File: src/rtl/text_pkg.sv
// ============================================================================
//  text_pkg
//  Shared constants and helpers for the VGA text path.
//  Revision: 1.0
// ============================================================================
`default_nettype none

package text_pkg;

  localparam logic [6:0] ASCII_ZERO  = 7'h30;
  localparam logic [6:0] ASCII_SPACE = 7'h20;
  localparam logic [3:0] BCD_MAX     = 4'd9;

  // Counter width for n states, never narrower than one bit.
  function automatic int safe_width(input int n);
    return (n <= 2) ? 1 : $clog2(n);
  endfunction

endpackage

`default_nettype wire

File: src/rtl/bcd_digit.sv
// ============================================================================
//  bcd_digit
//  One decade of an up/down BCD counter with chained carry/borrow.
//  Revision: 1.0
// ============================================================================
`default_nettype none

module bcd_digit
  import text_pkg::*;
(
  input  logic       clk,
  input  logic       reset_n,
  input  logic       clr,
  input  logic       adv_in,
  input  logic       up,
  output logic [3:0] value,
  output logic       carry_out
);

  logic [3:0] value_q;
  logic [3:0] value_d;

  assign value     = value_q;
  assign carry_out = adv_in && (up ? (value_q == BCD_MAX) : (value_q == 4'd0));

  always_comb begin
    value_d = value_q;
    if (clr) begin
      value_d = 4'd0;
    end else if (adv_in) begin
      if (up) begin
        value_d = (value_q == BCD_MAX) ? 4'd0 : value_q + 4'd1;
      end else begin
        value_d = (value_q == 4'd0) ? BCD_MAX : value_q - 4'd1;
      end
    end
  end

  always_ff @(posedge clk or negedge reset_n) begin
    if (!reset_n) begin
      value_q <= 4'd0;
    end else begin
      value_q <= value_d;
    end
  end

endmodule

`default_nettype wire

File: src/rtl/ascii_bcd_counter.sv
// ============================================================================
//  ascii_bcd_counter
//  Prescaled multi-digit up/down BCD counter with ASCII digit outputs.
//  Revision: 1.0
// ============================================================================
`default_nettype none

module ascii_bcd_counter
  import text_pkg::*;
#(
  parameter int CLK_HZ  = 100_000_000,
  parameter int TICK_HZ = 1,
  parameter int DIGITS  = 4
) (
  input  logic                  clk,
  input  logic                  reset_n,
  input  logic                  en,
  input  logic                  up,
  input  logic                  clr,
  input  logic                  step,
  input  logic                  blank,
  output logic [7*DIGITS-1:0]   ascii,
  output logic                  tick,
  output logic                  wrap
);

  localparam int DIV = CLK_HZ / TICK_HZ;
  localparam int PW  = safe_width(DIV);
  localparam logic [PW-1:0] PRESC_LAST = PW'(DIV - 1);

  if (DIV < 1 || DIGITS < 1 || DIGITS > 8) begin : g_param_check
    $error("ascii_bcd_counter: DIV must be >= 1 and DIGITS in 1..8");
  end

  logic [PW-1:0] presc_q;
  logic [PW-1:0] presc_d;
  logic          tick_q;
  logic          wrap_q;
  logic          adv;
  logic [DIGITS:0] adv_chain;
  logic [3:0]    digit_val [DIGITS];
  logic [DIGITS-1:0] upper_zero;

  // Timed and manual advances collapse into one; clr is resolved in the digits.
  assign adv          = (en && (presc_q == PRESC_LAST)) || step;
  assign adv_chain[0] = adv;

  for (genvar i = 0; i < DIGITS; i++) begin : g_digit
    bcd_digit u_digit (
      .clk       (clk),
      .reset_n   (reset_n),
      .clr       (clr),
      .adv_in    (adv_chain[i]),
      .up        (up),
      .value     (digit_val[i]),
      .carry_out (adv_chain[i+1])
    );
  end

  always_comb begin
    presc_d = presc_q;
    if (clr) begin
      presc_d = '0;
    end else if (en) begin
      presc_d = (presc_q == PRESC_LAST) ? '0 : presc_q + 1'b1;
    end
  end

  always_ff @(posedge clk or negedge reset_n) begin
    if (!reset_n) begin
      presc_q <= '0;
      tick_q  <= 1'b0;
      wrap_q  <= 1'b0;
    end else begin
      presc_q <= presc_d;
      tick_q  <= adv && !clr;
      wrap_q  <= adv_chain[DIGITS] && !clr;
    end
  end

  assign tick = tick_q;
  assign wrap = wrap_q;

  // upper_zero[i]: digits i..DIGITS-1 are all zero, so digit i is a leading zero.
  always_comb begin
    upper_zero = '0;
    ascii      = '0;
    upper_zero[DIGITS-1] = (digit_val[DIGITS-1] == 4'd0);
    for (int i = DIGITS - 2; i >= 0; i--) begin
      upper_zero[i] = upper_zero[i+1] && (digit_val[i] == 4'd0);
    end
    for (int i = 0; i < DIGITS; i++) begin
      if (blank && (i != 0) && upper_zero[i]) begin
        ascii[7*i +: 7] = ASCII_SPACE;
      end else begin
        ascii[7*i +: 7] = ASCII_ZERO + {3'b000, digit_val[i]};
      end
    end
  end

endmodule

`default_nettype wire

File: config.mk
export PLATFORM = sky130hd
export DESIGN_NAME = ascii_bcd_counter
export DESIGN_NICKNAME = d
export VERILOG_FILES = /design/src/rtl/text_pkg.sv /design/src/rtl/bcd_digit.sv /design/src/rtl/ascii_bcd_counter.sv
export SDC_FILE = /design/constraint.sdc
export NUM_CORES = 1
export LEC_CHECK = 0
export CAP_MARGIN = 20
export CORE_MARGIN = 5
export CORE_UTILIZATION = 33
export CTS_CLUSTER_SIZE = 40
export DETAILED_ROUTE_END_ITERATION = 10
export HOLD_SLACK_MARGIN = 0.08
export RECOVER_POWER = 25
export SYNTH_ARGS = -nofsm -noshare
export SYNTH_HDL_FRONTEND = slang
export SYNTH_SLANG_ARGS = --single-unit
File: constraint.sdc
create_clock -name clk -period 6.5 [get_ports clk]
set_input_delay 0.975 -clock clk [delete_from_list [all_inputs] [get_ports clk]]
set_output_delay 0.975 -clock clk [all_outputs]
set_load 0.05 [all_outputs]
==> impl_metrics.env, run 1 <==
export IMPL_ctsHoldBuffers=0
export IMPL_status="finished with violations"
export IMPL_overflow=0
export IMPL_synth_common_cells="dfrtp_1, nor2_1, nand2_1"
export IMPL_slowest_delay_ps=690
export IMPL_cp_max_fo=4
export IMPL_ir_worst_vdd_v=0.0000874
export IMPL_clk_path_buf_depth=2
export IMPL_grt_max_degree=46
export IMPL_place_gp_congestion=0.835
export IMPL_synth_flop_cell="dfrtp_1"
export IMPL_cp_depth=6
export IMPL_final_setup_tns_ps=0
export IMPL_start_util_pct=33.6
export IMPL_syn_cell_area_sq_um=3260
export IMPL_drtAntennaViolNets=0
export IMPL_grt_pass1_wl_mm=12.4
export IMPL_diodes=0
export IMPL_antenna_found_initial=0
export IMPL_grt_use_total_pct=12.6
export IMPL_syn_inst=391
export IMPL_syn2layout_area_growth_pct=10.4
export IMPL_arrival_ps=3080
export IMPL_die_area_sq_um=12000
export IMPL_clockRootBuffer="clkbuf_8"
export IMPL_violations="max-capacitance violations, max-slew violations"
export IMPL_dp_cells=516
export IMPL_ctsResizeCount=0
export IMPL_cts_setup_buffers=0
export IMPL_synth_edf_count=0
export IMPL_drt_vias_per_instance=5.27
export IMPL_cp_start_kind="primary input"
export IMPL_clkSinkCount=45
export IMPL_vias=2763
export IMPL_async_reset_ff_share_pct=100
export IMPL_endpoint_kind="output pin"
export IMPL_hold_depth=2
export IMPL_io_buffers=27
export IMPL_die_height_um=109
export IMPL_ys_ff_latch=45
export IMPL_htreeDepth=2
export IMPL_rr_worst_depth=5
export IMPL_p_leak_nw=1.34
export IMPL_period_share_pct=62.4
export IMPL_finalClockSkew_ps=11.2
export IMPL_finalMaxSlewViolations=30
export IMPL_powerDensity_nw_per_um2=177
export IMPL_netlist_area_leader_share_pct=34.5
export IMPL_hold_viol=0
export IMPL_rows=36
export IMPL_post_synth_top_count_cell="dfrtp_1"
export IMPL_setup_viol=0
export IMPL_yosysWarnings=0
export IMPL_synth_distinct_cells=61
export IMPL_cts_tree="yes"
export IMPL_cap_viol_max_count=1
export IMPL_cp_slowest_cell="clkdlybuf4s50_1"
export IMPL_crit_type="in -> out"
export IMPL_cp_required_ps=5520
export IMPL_grt_pass1_vias=2588
export IMPL_clk_pin_slew_ps=80
export IMPL_crit_top_cell="clkdlybuf4s50_1"
export IMPL_synth_area_leaders="dfrtp_1, xnor2_1, nor2_1"
export IMPL_dr_pass1_iters=4
export IMPL_cp_top_family="buffers and inverters"
export IMPL_rsz0062_at_grt="false"
export IMPL_max_freq_mhz=247
export IMPL_relSlewSlack_pct=-4.30
export IMPL_dp_hpwl_mm=5.24
export IMPL_dr_first_iter_drc_count=135
export IMPL_crit_chain="clkdlybuf4s50_1, nand3_1, or3_1, nand2b_1, and2_1, clkdlybuf4s50_1"
export IMPL_syn_area_per_cell_sq_um=8.35
export IMPL_synth_largest_area_cell="dfrtp_1"
export IMPL_hp_class="reg -> reg"
export IMPL_crit_buf_inv=2
export IMPL_drt_total_wl_mm=7.36
export IMPL_clock_latency_ps=300
export IMPL_period_needed_ps=4050
export IMPL_ys_seq_area_share_pct=34.5
export IMPL_core_area_sq_um=9730
export IMPL_utilization_pct=37.0
export IMPL_drive_gt1_share_pct=4.60
export IMPL_final_nets=408
export IMPL_tightest_slew_ps=1560
export IMPL_boundaryPins=37
export IMPL_die_w_um=109
export IMPL_cts_made_buffers=5
export IMPL_num_fill_cells=1013
export IMPL_drc=0
export IMPL_wl_per_cell_um=14.0
export IMPL_instances_no_fill=524
-- worst paths after layout --
kind	start	slack [ps]	endpoint
setup / recovery	blank	2450	ascii[8]
hold / removal	presc_q[26]$_DFFE_PN0P_	550	presc_q[26]$_DFFE_PN0P_
setup reg to reg	presc_q[19]$_DFFE_PN0P_	3670	g_digit[0].u_digit.value[0]$_DFFE_PN0P_
hold reg to reg	presc_q[26]$_DFFE_PN0P_	550	presc_q[26]$_DFFE_PN0P_
max in group asynchronous	reset_n	3780	g_digit[2].u_digit.value[3]$_DFFE_PN0P_
min in group asynchronous	reset_n	780	presc_q[23]$_DFFE_PN0P_
-- worst register-to-register path: cells and delay by family, from the launching register on --
| family | cells | cell delay (ps) |
|---|---|---|
| AND/OR/NAND/NOR | 3 | 1420 |
| AO/OA/AOI/OAI | 1 | 520 |
| multiplexers | 1 | 310 |
| flip-flops | 1 | 470 |
-- cell families after synthesis --
logic type               Yosys count  synth area share (%)
AO/OA/AOI/OAI                     76                  16.4
XOR/XNOR                          25                  6.71
adder cells (fa/ha/maj)           10                  3.83
buffers and inverters             59                  8.93
flip-flops                        45                  34.5
multiplexers                       6                  2.64
other                              2                 0.230
AND/OR/NAND/NOR                  168                  26.8
-- layout make-up --
cell class / instances / area [sq um] / share of cell area (%)
Clock buffer: 5 / 68.8 / 1.91
Clock inverter: 2 / 35.0 / 0.972
Inverter: 16 / 60.1 / 1.67
Multi-Input combinational cell: 294 / 1870 / 52.0
Sequential cell: 45 / 1130 / 31.2
Tap cell: 133 / 166 / 4.62
Timing Repair Buffer: 29 / 275 / 7.64
-- placed cells by master, fill, tap and decap left out, types with 5 or more instances in the layout --
master / n
nor2_1: 40
ha_1: 10
or3_1: 6
xnor2_1: 21
a21oi_1: 18
clkdlybuf4s50_1: 26
nor4_1: 11
nand2b_1: 5
nand4_1: 8
conb_1: 9
dfrtp_1: 45
a31oi_1: 6
o21ai_1: 7
nand3_1: 21
nor3_1: 9
nand2_1: 38
o21ai_0: 8
clkbuf_8: 5
inv_1: 16
and2_1: 6
-- where the power goes --
group	switching, mW	total, mW	leakage (nW)	internal, mW
clock	0.0924	0.204	0.0540	0.112
combinational	0.0901	0.134	0.664	0.0438
sequential	0.0135	0.299	0.622	0.285
total	0.196	0.637	1.34	0.441
-- state kept, by name, indices dropped and copies added, names as in the netlist --
signal                 cells
wrap                       1
tick                       1
g_digit.u_digit.value     16
presc_q                   27
-- metal layers --
layer  up-vias  track usage [%]  share of wire, %
li1       1367                -                 -
met1      1334             17.4                47
met2        55             20.3                47
met3         7             2.41               4.4
met4         0             3.12              0.92
met5         -                0                 0
-- metrics by stage --
| stage | hold WS (ps) | area (sq um) | power [mW] | worst slack [ps] |
|---|---|---|---|---|
| 6_report | 549 | 3600 | 0.637 | 2450 |
| 5_1_grt | 563 | 3600 | 0.673 | 2330 |
| 4_1_cts | 550 | 3600 | 0.648 | 2430 |
| 3_5_place_dp | 535 | 3500 | 0.438 | 2440 |
| 3_3_place_gp | 523 | 3500 | 0.437 | 2500 |
| 2_1_floorplan | 502 | 3290 | 0.407 | 2420 |
(Power assumes the default switching activity.)
==> inputs of run 2 (changes only) <==
==> constraint.sdc (replaced) <==
create_clock -name clk -period 3.95 [get_ports clk]
set_input_delay 0.5925 -clock clk [delete_from_list [all_inputs] [get_ports clk]]
set_output_delay 0.5925 -clock clk [all_outputs]
set_load 0.05 [all_outputs]
==> impl_metrics.env, run 2 (synthesized netlist as in run 1, its figures left out) <==
export IMPL_status="finished clean"
export IMPL_dp_hpwl_mm=5.15
export IMPL_cts_setup_buffers=0
export IMPL_largest_reg_flops=27
export IMPL_die_height_um=109
export IMPL_drt_vias_per_instance=5.23
export IMPL_cp_max_fo=8
export IMPL_start_util_pct=33.6
export IMPL_total_power_mw=1.05
export IMPL_endpoint_kind="output pin"
export IMPL_powerDensity_nw_per_um2=291
export IMPL_grt_pass1_vias=2572
export IMPL_die_area_sq_um=12000
export IMPL_htreeDepth=2
export IMPL_diodes=0
export IMPL_hp_class="in -> async"
export IMPL_num_fill_cells=1021
export IMPL_ctsHoldBuffers=0
export IMPL_rsz0062_at_grt="false"
export IMPL_cap_viol_max_count=0
export IMPL_clk_pin_slew_ps=80
export IMPL_cts_made_buffers=5
export IMPL_grt_use_total_pct=12.7
export IMPL_dr_pass1_iters=4
export IMPL_finalClockSkew_ps=8.88
export IMPL_final_setup_tns_ps=0
export IMPL_clkSinkCount=45
export IMPL_clk_path_buf_depth=2
export IMPL_hold_viol=0
export IMPL_grt_max_degree=46
export IMPL_place_gp_congestion=0.824
export IMPL_final_cell_mix="dfrtp_1, nor2_1, nand2_1"
export IMPL_p_leak_nw=1.35
export IMPL_setup_viol=0
export IMPL_antenna_found_initial=0
export IMPL_wl_per_cell_um=13.9
export IMPL_tightest_slew_ps=1420
export IMPL_final_nets=410
export IMPL_clock_latency_ps=300
export IMPL_crit_type="reg -> out"
export IMPL_finalMaxSlewViolations=0
export IMPL_core_area_sq_um=9730
export IMPL_syn2layout_area_growth_pct=10.9
export IMPL_overflow=0
export IMPL_ctsResizeCount=0
export IMPL_final_common_cell="dfrtp_1"
export IMPL_ir_worst_vdd_v=0.000168
export IMPL_grt_pass1_wl_mm=12.5
export IMPL_cts_tree="yes"
export IMPL_boundaryPins=37
export IMPL_period_needed_ps=3440
export IMPL_dr_first_iter_drc_count=119
export IMPL_rows=36
export IMPL_die_w_um=109
export IMPL_relSlewSlack_pct=5.01
export IMPL_post_dp_cell_area_sq_um=3510
export IMPL_cp_required_ps=3360
export IMPL_multi_input_area_sq_um=1870
export IMPL_arrival_ps=2850
export IMPL_postLayoutCellArea_sq_um=3620
export IMPL_drc=0
export IMPL_cp_start_kind="flop"
export IMPL_drt_total_wl_mm=7.29
export IMPL_drive_gt1_share_pct=5.09
export IMPL_top_register="presc_q"
export IMPL_drtAntennaViolNets=0
export IMPL_period_share_pct=87.0
export IMPL_max_freq_mhz=291
export IMPL_seqCellArea_sq_um=1130
export IMPL_io_buffers=27
export IMPL_vias=2752
export IMPL_clockRootBuffer="clkbuf_8"
==> run 2: critical path: stages, from the launching register on <==
cell and delay, ps:
dfrtp_1 400, inv_1 180, ha_1 330, nand3_1 160
or3_1 420, nand2b_1 190, and2_1 170, clkdlybuf4s50_1 690
==> run 2: cell type report <==
cell class	instances	area share [%]
multi-input combinational	294	51.7
timing repair buffer	31	8.02
clock inverter	2	0.968
clock buffer	5	1.90
sequential	45	31.1
inverter	16	1.66
tap	133	4.60
==> run 2: through the flow <==
step,setup WS (ps),hold WS (ps),util [%],std cells
2_1_floorplan,414,297,-,398
3_3_place_gp,696,522,36.1,518
3_5_place_dp,648,528,36.1,518
4_1_cts,494,512,37.2,525
5_1_grt,322,560,37.2,526
6_report,512,467,37.2,526
==> run 2: path summary, 6_finish.rpt <==
path,from,end,slack (ps),depth (start not counted)
max reg2reg,presc_q[19]$_DFFE_PN0P_,g_digit[0].u_digit.value[0]$_DFFE_PN0P_,1330,6
min in group clk,presc_q[24]$_DFFE_PN0P_,presc_q[24]$_DFFE_PN0P_,550,2
min,reset_n,presc_q[22]$_DFFE_PN0P_,470,1
max,g_digit[3].u_digit.value[1]$_DFFE_PN0P_,ascii[7],510,7
max in group asynchronous,reset_n,presc_q[21]$_DFFE_PN0P_,1640,2
min reg2reg,presc_q[24]$_DFFE_PN0P_,presc_q[24]$_DFFE_PN0P_,550,2
==> run 2: metal layers <==
| layer | vias to the layer above | track usage [%] | wire length [um] |
|---|---|---|---|
| met5 | - | 0 | 0 |
| met4 | 0 | 2.40 | 39 |
| met3 | 4 | 2.11 | 333 |
| met2 | 50 | 20.6 | 3300 |
| met1 | 1337 | 17.8 | 3620 |
| li1 | 1361 | - | - |
==> run 2: power by group <==
| group | internal [mW] | switching, mW | leakage [nW] |
|---|---|---|---|
| combinational | 0.0734 | 0.149 | 0.673 |
| sequential | 0.470 | 0.0222 | 0.622 |
| clock | 0.184 | 0.154 | 0.0540 |
